<file path="src/rtl/fifo_uart_tx_drain_pkg.sv">
// Shared constants for the FIFO-draining UART transmitter: FSM state codes
// and parity-type encodings.
package fifo_uart_tx_drain_pkg;

  localparam logic [2:0] S_IDLE   = 3'd0;
  localparam logic [2:0] S_START  = 3'd1;
  localparam logic [2:0] S_DATA   = 3'd2;
  localparam logic [2:0] S_PARITY = 3'd3;
  localparam logic [2:0] S_STOP   = 3'd4;

  localparam logic PAR_EVEN = 1'b0;
  localparam logic PAR_ODD  = 1'b1;

endpackage

</file>
<file path="src/rtl/fifo_uart_tx_drain_bit_timer.sv">
// Per-bit cycle counter: counts 0..P-1 while a frame is active and flags the
// last cycle of each bit so the transmitter FSM knows when to advance.
module uart_tx_bit_timer #(
  parameter int PRESCALE_WIDTH = 6
) (
  input  logic                      i_clk,
  input  logic                      i_rst_n,
  input  logic                      i_run,
  input  logic [PRESCALE_WIDTH-1:0] i_p,
  output logic                      o_bit_done
);

  localparam logic [PRESCALE_WIDTH-1:0] ONE = PRESCALE_WIDTH'(1);

  logic [PRESCALE_WIDTH-1:0] r_cnt;

  assign o_bit_done = i_run && (r_cnt == (i_p - ONE));

  // Held at zero while idle so the first bit of a frame gets its full P cycles.
  always_ff @(posedge i_clk or negedge i_rst_n) begin
    if (!i_rst_n) begin
      r_cnt <= '0;
    end else if (!i_run || o_bit_done) begin
      r_cnt <= '0;
    end else begin
      r_cnt <= r_cnt + ONE;
    end
  end

endmodule

</file>
<file path="src/rtl/fifo_uart_tx_drain.sv">
// Read-side FIFO consumer: pops one word when allowed and serialises it as a
// UART frame (start, data LSB first, optional parity, stop) on TX_OUT.
module fifo_uart_tx_drain
  import fifo_uart_tx_drain_pkg::*;
#(
  parameter int DATA_WIDTH     = 8,
  parameter int PRESCALE_WIDTH = 6
) (
  input  logic                      CLK,
  input  logic                      RST,
  input  logic                      EN,
  input  logic                      FIFO_EMPTY,
  input  logic [DATA_WIDTH-1:0]     FIFO_RD_DATA,
  output logic                      FIFO_R_INC,
  input  logic                      PAR_EN,
  input  logic                      PAR_TYP,
  input  logic [PRESCALE_WIDTH-1:0] PRESCALE,
  output logic                      TX_OUT,
  output logic                      BUSY
);

  localparam int IDX_W = $clog2(DATA_WIDTH) + 1;
  localparam logic [IDX_W-1:0]          LAST_IDX = IDX_W'(DATA_WIDTH - 1);
  localparam logic [IDX_W-1:0]          IDX_ONE  = IDX_W'(1);
  localparam logic [PRESCALE_WIDTH-1:0] P_ONE    = PRESCALE_WIDTH'(1);

  logic [2:0]                r_state;
  logic [DATA_WIDTH-1:0]     r_shift;
  logic                      r_par_en;
  logic                      r_parity;
  logic [PRESCALE_WIDTH-1:0] r_p;
  logic [IDX_W-1:0]          r_bit_idx;
  logic                      r_tx;
  logic                      r_busy;
  logic                      r_r_inc;
  logic                      w_run;
  logic                      w_bit_done;

  assign w_run = (r_state != S_IDLE);

  uart_tx_bit_timer #(
    .PRESCALE_WIDTH(PRESCALE_WIDTH)
  ) u_bit_timer (
    .i_clk      (CLK),
    .i_rst_n    (RST),
    .i_run      (w_run),
    .i_p        (r_p),
    .o_bit_done (w_bit_done)
  );

  assign FIFO_R_INC = r_r_inc;
  assign TX_OUT     = r_tx;
  assign BUSY       = r_busy;

  always_ff @(posedge CLK or negedge RST) begin
    if (!RST) begin
      r_state   <= S_IDLE;
      r_shift   <= '0;
      r_par_en  <= 1'b0;
      r_parity  <= 1'b0;
      r_p       <= '0;
      r_bit_idx <= '0;
      r_tx      <= 1'b1;
      r_busy    <= 1'b0;
      r_r_inc   <= 1'b0;
    end else begin
      r_r_inc <= 1'b0;
      case (r_state)
        S_IDLE: begin
          r_tx <= 1'b1;
          if (EN && !FIFO_EMPTY) begin
            r_shift  <= FIFO_RD_DATA;
            r_par_en <= PAR_EN;
            // PAR_TYP is folded into the parity bit here, while the whole word is at hand.
            r_parity <= (^FIFO_RD_DATA) ^ (PAR_TYP == PAR_ODD);
            r_p      <= (PRESCALE == '0) ? P_ONE : PRESCALE;
            r_r_inc  <= 1'b1;
            r_busy   <= 1'b1;
            r_tx     <= 1'b0;
            r_state  <= S_START;
          end
        end
        S_START: begin
          if (w_bit_done) begin
            r_tx      <= r_shift[0];
            r_bit_idx <= '0;
            r_state   <= S_DATA;
          end
        end
        S_DATA: begin
          if (w_bit_done) begin
            if (r_bit_idx == LAST_IDX) begin
              r_tx    <= r_par_en ? r_parity : 1'b1;
              r_state <= r_par_en ? S_PARITY : S_STOP;
            end else begin
              r_shift   <= {1'b0, r_shift[DATA_WIDTH-1:1]};
              r_tx      <= r_shift[1];
              r_bit_idx <= r_bit_idx + IDX_ONE;
            end
          end
        end
        S_PARITY: begin
          if (w_bit_done) begin
            r_tx    <= 1'b1;
            r_state <= S_STOP;
          end
        end
        S_STOP: begin
          if (w_bit_done) begin
            r_tx    <= 1'b1;
            r_busy  <= 1'b0;
            r_state <= S_IDLE;
          end
        end
        default: begin
          r_tx    <= 1'b1;
          r_busy  <= 1'b0;
          r_state <= S_IDLE;
        end
      endcase
    end
  end

endmodule

</file>
<file path="config.mk">
export PLATFORM = sky130hd
export DESIGN_NAME = fifo_uart_tx_drain
export DESIGN_NICKNAME = d
export VERILOG_FILES = /design/src/rtl/fifo_uart_tx_drain_pkg.sv /design/src/rtl/fifo_uart_tx_drain_bit_timer.sv /design/src/rtl/fifo_uart_tx_drain.sv
export SDC_FILE = /design/constraint.sdc
export NUM_CORES = 1
export LEC_CHECK = 0
export CAP_MARGIN = 20
export CORE_UTILIZATION = 55
export DETAILED_ROUTE_END_ITERATION = 16
export GPL_TIMING_DRIVEN = 1
export HOLD_SLACK_MARGIN = 0.03
export MAX_ROUTING_LAYER = met4
export PLACE_DENSITY = 0.83
export RECOVER_POWER = 25
export SLEW_MARGIN = 20
export SYNTH_ARGS = -nofsm -noshare
export SYNTH_HDL_FRONTEND = slang
export SYNTH_SLANG_ARGS = --single-unit
</file>
<file path="constraint.sdc">
create_clock -name CLK -period 2.7 [get_ports CLK]
set_input_delay 0.27 -clock CLK [delete_from_list [all_inputs] [get_ports CLK]]
set_output_delay 0.27 -clock CLK [all_outputs]
set_load 0.02 [all_outputs]
</file>
Word-level counts from Yosys, hierarchy flattened
Cells that the tools add are included.

Input port bits: 20. Word-level logic and storage cells: 78. Flip-flop bits (word level): 32.

Eq/ne operators: 14. Multiplexer cells: 30. Reductions and logical operators: 19. Bitwise gates (word level): 2. Add/subtract/negate cells: 3.

Operators by type and width (count): $mux W8 (3); $mux W3 (7); $pmux W8 S2 (1); $pmux W3 S5 (1); $mux W4 (3); $mux W6 (2); $mux W1 (10); $ne A2 B1 Y1 const B (5); $pmux W4 S2 (1); $reduce_and A4 Y1 (2); $reduce_xor A8 Y1 (1); $add A6 B1 Y6 const B (1); $eq A3 B2 Y1 const B (2); $eq A6 B6 Y1 (1); $logic_not A6 Y1 (1); $ne A2 B2 Y1 const B (3); $reduce_and A3 Y1 (2); $reduce_and A6 Y1 (1); $sub A6 B1 Y6 const B (1); $add A4 B1 Y4 const B (1); $eq A4 B3 Y1 const B (1); $pmux W1 S4 (1); $reduce_bool A2 Y1 (2); $eq A3 B1 Y1 const B (1); other kinds (12) (14).

Longest topological paths before layout
Depth after elaboration: 5. Gate-level depth with buffers: 9. Depth with buffers taken out: 7.

Hierarchy
A second synthesis with hierarchy kept.

Cell total of the unflattened synthesis: 178. Area, all modules: 1828.0 µm².

By module, submodules not included: fifo_uart_tx_drain (instances 1, area an instance 1386.3 µm², cells an instance 133); uart_tx_bit_timer (instances 1, area an instance 441.7 µm², cells an instance 45).

Worst setup path before layout
Ideal clock, no wire load.

Path kind: flip-flop to flip-flop. From: reg r_p[0]. To: reg r_shift[1]. Stages on the path, launching flop included: 8. Data required time: 2569 ps. Setup time: 131 ps. Arrival: 2276 ps. Path slack: 293 ps. Path buffers: 2. Cell sequence: dfrtp_1 > or4_1 > or3_4 > a2111oi_4 > and2_1 > buf_6 > buf_8 > o211ai_2.

Cells in the longest elaborated chain, start to end: 5.

RTL lines: from (decl) (line fifo_uart_tx_drain.sv:31) `logic [PRESCALE_WIDTH-1:0] r_p;`; from (signal assigned) (line fifo_uart_tx_drain.sv:76) `r_p <= (PRESCALE == '0) ? P_ONE : PRESCALE;`; $sub A6 B1 Y6 (line fifo_uart_tx_drain_bit_timer.sv:17) `assign o_bit_done = i_run && (r_cnt == (i_p - ONE));`; $eq A6 B6 Y1 (line fifo_uart_tx_drain_bit_timer.sv:17); $logic_and A1 B1 Y1 (line fifo_uart_tx_drain_bit_timer.sv:17); $ne A2 B1 Y1 (no source line); $reduce_and A4 Y1 (no source line); to (signal assigned) (line fifo_uart_tx_drain.sv:96) `r_shift <= {1'b0, r_shift[DATA_WIDTH-1:1]};`; to (decl) (line fifo_uart_tx_drain.sv:28) `logic [DATA_WIDTH-1:0] r_shift;`.

No other way between the ends. A chain may end at the register's enable or synchronous reset.

Final worst setup path
From: reg r_p[2]. To: reg r_bit_idx[3].

Cells in the longest elaborated chain, start to end: 5. Elaborated cells between the ends (all ways): 6. Classes of those cells: add/sub (1); eq/ne (3); reduce/logical (2).

RTL lines: $sub A6 B1 Y6 * (line fifo_uart_tx_drain_bit_timer.sv:17); $eq A6 B6 Y1 * (line fifo_uart_tx_drain_bit_timer.sv:17); $logic_and A1 B1 Y1 * (line fifo_uart_tx_drain_bit_timer.sv:17); $ne A2 B1 Y1 (no source line); $reduce_and A4 Y1 (no source line) *; to (signal assigned) (line fifo_uart_tx_drain.sv:98) `r_bit_idx <= r_bit_idx + IDX_ONE;`; to (decl) (line fifo_uart_tx_drain.sv:32) `logic [IDX_W-1:0] r_bit_idx;`.

Mark *: on every way between the ends. The rest lies on a longest branch, timed or not.

==> impl_metrics.toml <==
[clocking]
cts.path.max_buffers = 2
root_buffer = "clkbuf_4"
cts.repair.resized = 0
clk_pin_slew_worst_paths_ns = 0.11
insertion_delay_ns = 0.34
cts_tree = "built"
cts.htree.levels = 2
numClockSinks = 32
holdBufCountCts = 0
cts_inserted_buffers = 5
postCtsSetupBuffers = 0

[grt]
grt_overflow = 0
grt_max_degree = 33
grt_first_pass_wirelength_um = 6960
grt_pass1_vias = 1511
grtUsageTotal = 0.268
antenna_found_initial = 0

[power_and_ir_drop]
irDropWorstVdd_mv = 0.501
power_density_nw_per_um2 = 1020
power_frac_seq = 0.365
sw_frac_of_total = 0.429
p_leak_nw = 0.977
internal-power_mw = 1.32
power_switching_mw = 0.993
pwr-share-comb = 0.506
p_clk_frac = 0.129

[drt]
detail_route.iter0.violations = 132
met2_length_um = 2010
routed_via_density = 5.92
wl_met1_um = 1940
avgRoutedWirePerCell_um = 14.8
top_layer_used = "met4"
drc = 0
dr_total_vias = 1692
routed_wl_um = 4240
ant_nets = 0
drtPass1Iterations = 4
met3_length_um = 228

[synth]
synthTopCellsByArea = "dfrtp_1, xnor2_1, nand2_1"
synthMostInstantiatedCell = "dfrtp_1"
avgSynthCellArea_um2 = 9.17
yosysTopAreaCellShare = 0.401
async_flop_share = 1.00
yosysWarnings = 0
yosysTopAreaCell = "dfrtp_1"
synth_cell_types = 49
yosys-top-cells-count = "dfrtp_1, nand2_1, xnor2_1"
ys_seq_area_frac = 0.414
synthCells = 211
synth_edf_count = 0
ys.flop_type = "dfrtp_1"
syn_area_um2 = 1940
synth-seq-cells = 32
synth_fp_nets = 234

[timing]
clock.fmax_mhz = 398
rsz0062_at_grt = "false"
hold_viol_final = 0
skew_ns = 0.00928
worst_slew_margin_rel = -0.150
fin_setup_tns_ns = 0
min_period_ns = 2.51
drv_slew = 33
setup_viol = 0
timing.final.crit_share = 0.930
finalWorstSetupSlack_ns = 0.190
worstMarginPinSlew_ns = 1.73

[critical_path]
critPathKind = "reg -> reg"
cp.required_ns = 2.92
startpoint_type = "register"
crit_fanout = 8
endpoint_kind = "register"
cp_data_arrival_time_ns = 2.73

[finish]
fin_nets = 262
finalNonFillerCells = 286
syn_to_final_growth_pct = 17.7
antenna_cells = 0
fillers = 294
layout-drive-gt1-share = 0.108

[placed_design]
place.port_buffers = 22
dp_hpwl_um = 3050
place_ws_ns = 0.196
gp_congestion = 0.865
dp.cells = 278

[die]
initial_core_util = 0.576
die-area_um2 = 3760
core-area_um2 = 3360
die_y_um = 61.3
ios = 23
rows = 21
die_x_um = 61.3

[run]
maxCapViolations = 1

[status]
violations = "capacitance limit, slew limit"
run_status = "finished with violations"

[hold_path]
min_path_type = "in -> reg"
-- registers in the layout (all words and copies together), names as in the netlist, 3 cells and up --
signal	cells
r_shift	8
r_state	3
u_bit_timer.r_cnt	6
r_p	6
r_bit_idx	4
-- kinds of logic (layout without fill, tap and decap cells) --
logic type,Yosys count,in the layout,synth area share
simple gates,97,97,0.264
buf+inv,16,45,0.0427
compound gates,44,44,0.173
fa+ha+maj,3,3,0.0194
xor+xnor,18,18,0.0815
mux,1,1,0.00582
flops,32,32,0.414
-- layout make-up --
type,instances,area [µm²],share of cell area
Tap cell,46,57.6,0.0253
Timing Repair Buffer,31,284,0.125
Clock buffer,6,51.3,0.0225
Clock inverter,2,10.0,0.00439
Sequential cell,32,802,0.352
Multi-Input combinational cell,163,1050,0.461
Inverter,6,22.5,0.00988
-- metrics by stage --
| step | hold slack [ns] | total power [mW] | area [µm²] | utilization |
|---|---|---|---|---|
| finish | 0.447 | 2.31 | 2280 | 0.677 |
| global route | 0.452 | 2.48 | 2280 | 0.677 |
| CTS | 0.324 | 2.32 | 2280 | 0.679 |
| detailed placement | 0.461 | 2.01 | 2220 | 0.660 |
| global placement | 0.453 | 1.97 | 2220 | 0.660 |
| floorplan | -0.0256 | 1.69 | 1940 | - |
-- cell usage in the layout, fill, tap and decap left out, types with 3 or more instances in the layout --
cell	Yosys	layout
dfrtp_1	31	31
nand2_1	30	30
clkdlybuf4s50_1	0	21
xnor2_1	15	15
nor2b_1	13	13
nand3_1	12	12
a21oi_1	11	11
nor2_1	9	9
and3_1	8	8
buf_4	1	8
nor3_1	7	7
inv_1	6	6
o21ai_0	6	6
clkbuf_4	0	5
a31oi_1	4	4
or3_1	3	3
xor2_1	3	3
o211ai_2	3	3
o211ai_1	3	3
ha_1	3	3
-- power groups by stage --
stage / clock (mW) / sequential, mW / combinational, mW
detailed placement: 0 / 0.847 / 1.17
global placement: 0 / 0.839 / 1.13
finish: 0.299 / 0.844 / 1.17
floorplan: 0 / 0.805 / 0.887
global route: 0.322 / 0.866 / 1.29
CTS: 0.305 / 0.839 / 1.17
-- final timing paths --
kind | from | to | slack (ns) | cells after the start
worst min-delay path | PAR_EN | r_par_en | 0.45 | 3
max in group asynchronous | RST | u_bit_timer.r_cnt[2] | 0.80 | 2
worst min register to register | r_parity | r_parity | 0.48 | 2
worst max register to register | r_p[2] | r_bit_idx[3] | 0.19 | 6
worst max-delay path | r_p[2] | r_bit_idx[3] | 0.19 | 6
min in group asynchronous | RST | r_bit_idx[0] | 0.90 | 2
-- layer usage --
metal  vias up  global-route usage
met4         0              0.0942
met1       825               0.370
met5         -                   -
li1        808                   -
met3         5              0.0567
met2        54               0.390
-- worst max-delay path: stages (launching register included) --
cell	delay [ns]
dfrtp_1	0.46
or4_1	0.50
or3_4	0.35
a2111oi_4	0.56
and2_1	0.22
buf_4	0.17
a41oi_1	0.12
No activity file was read; power rests on OpenSTA's default activity.
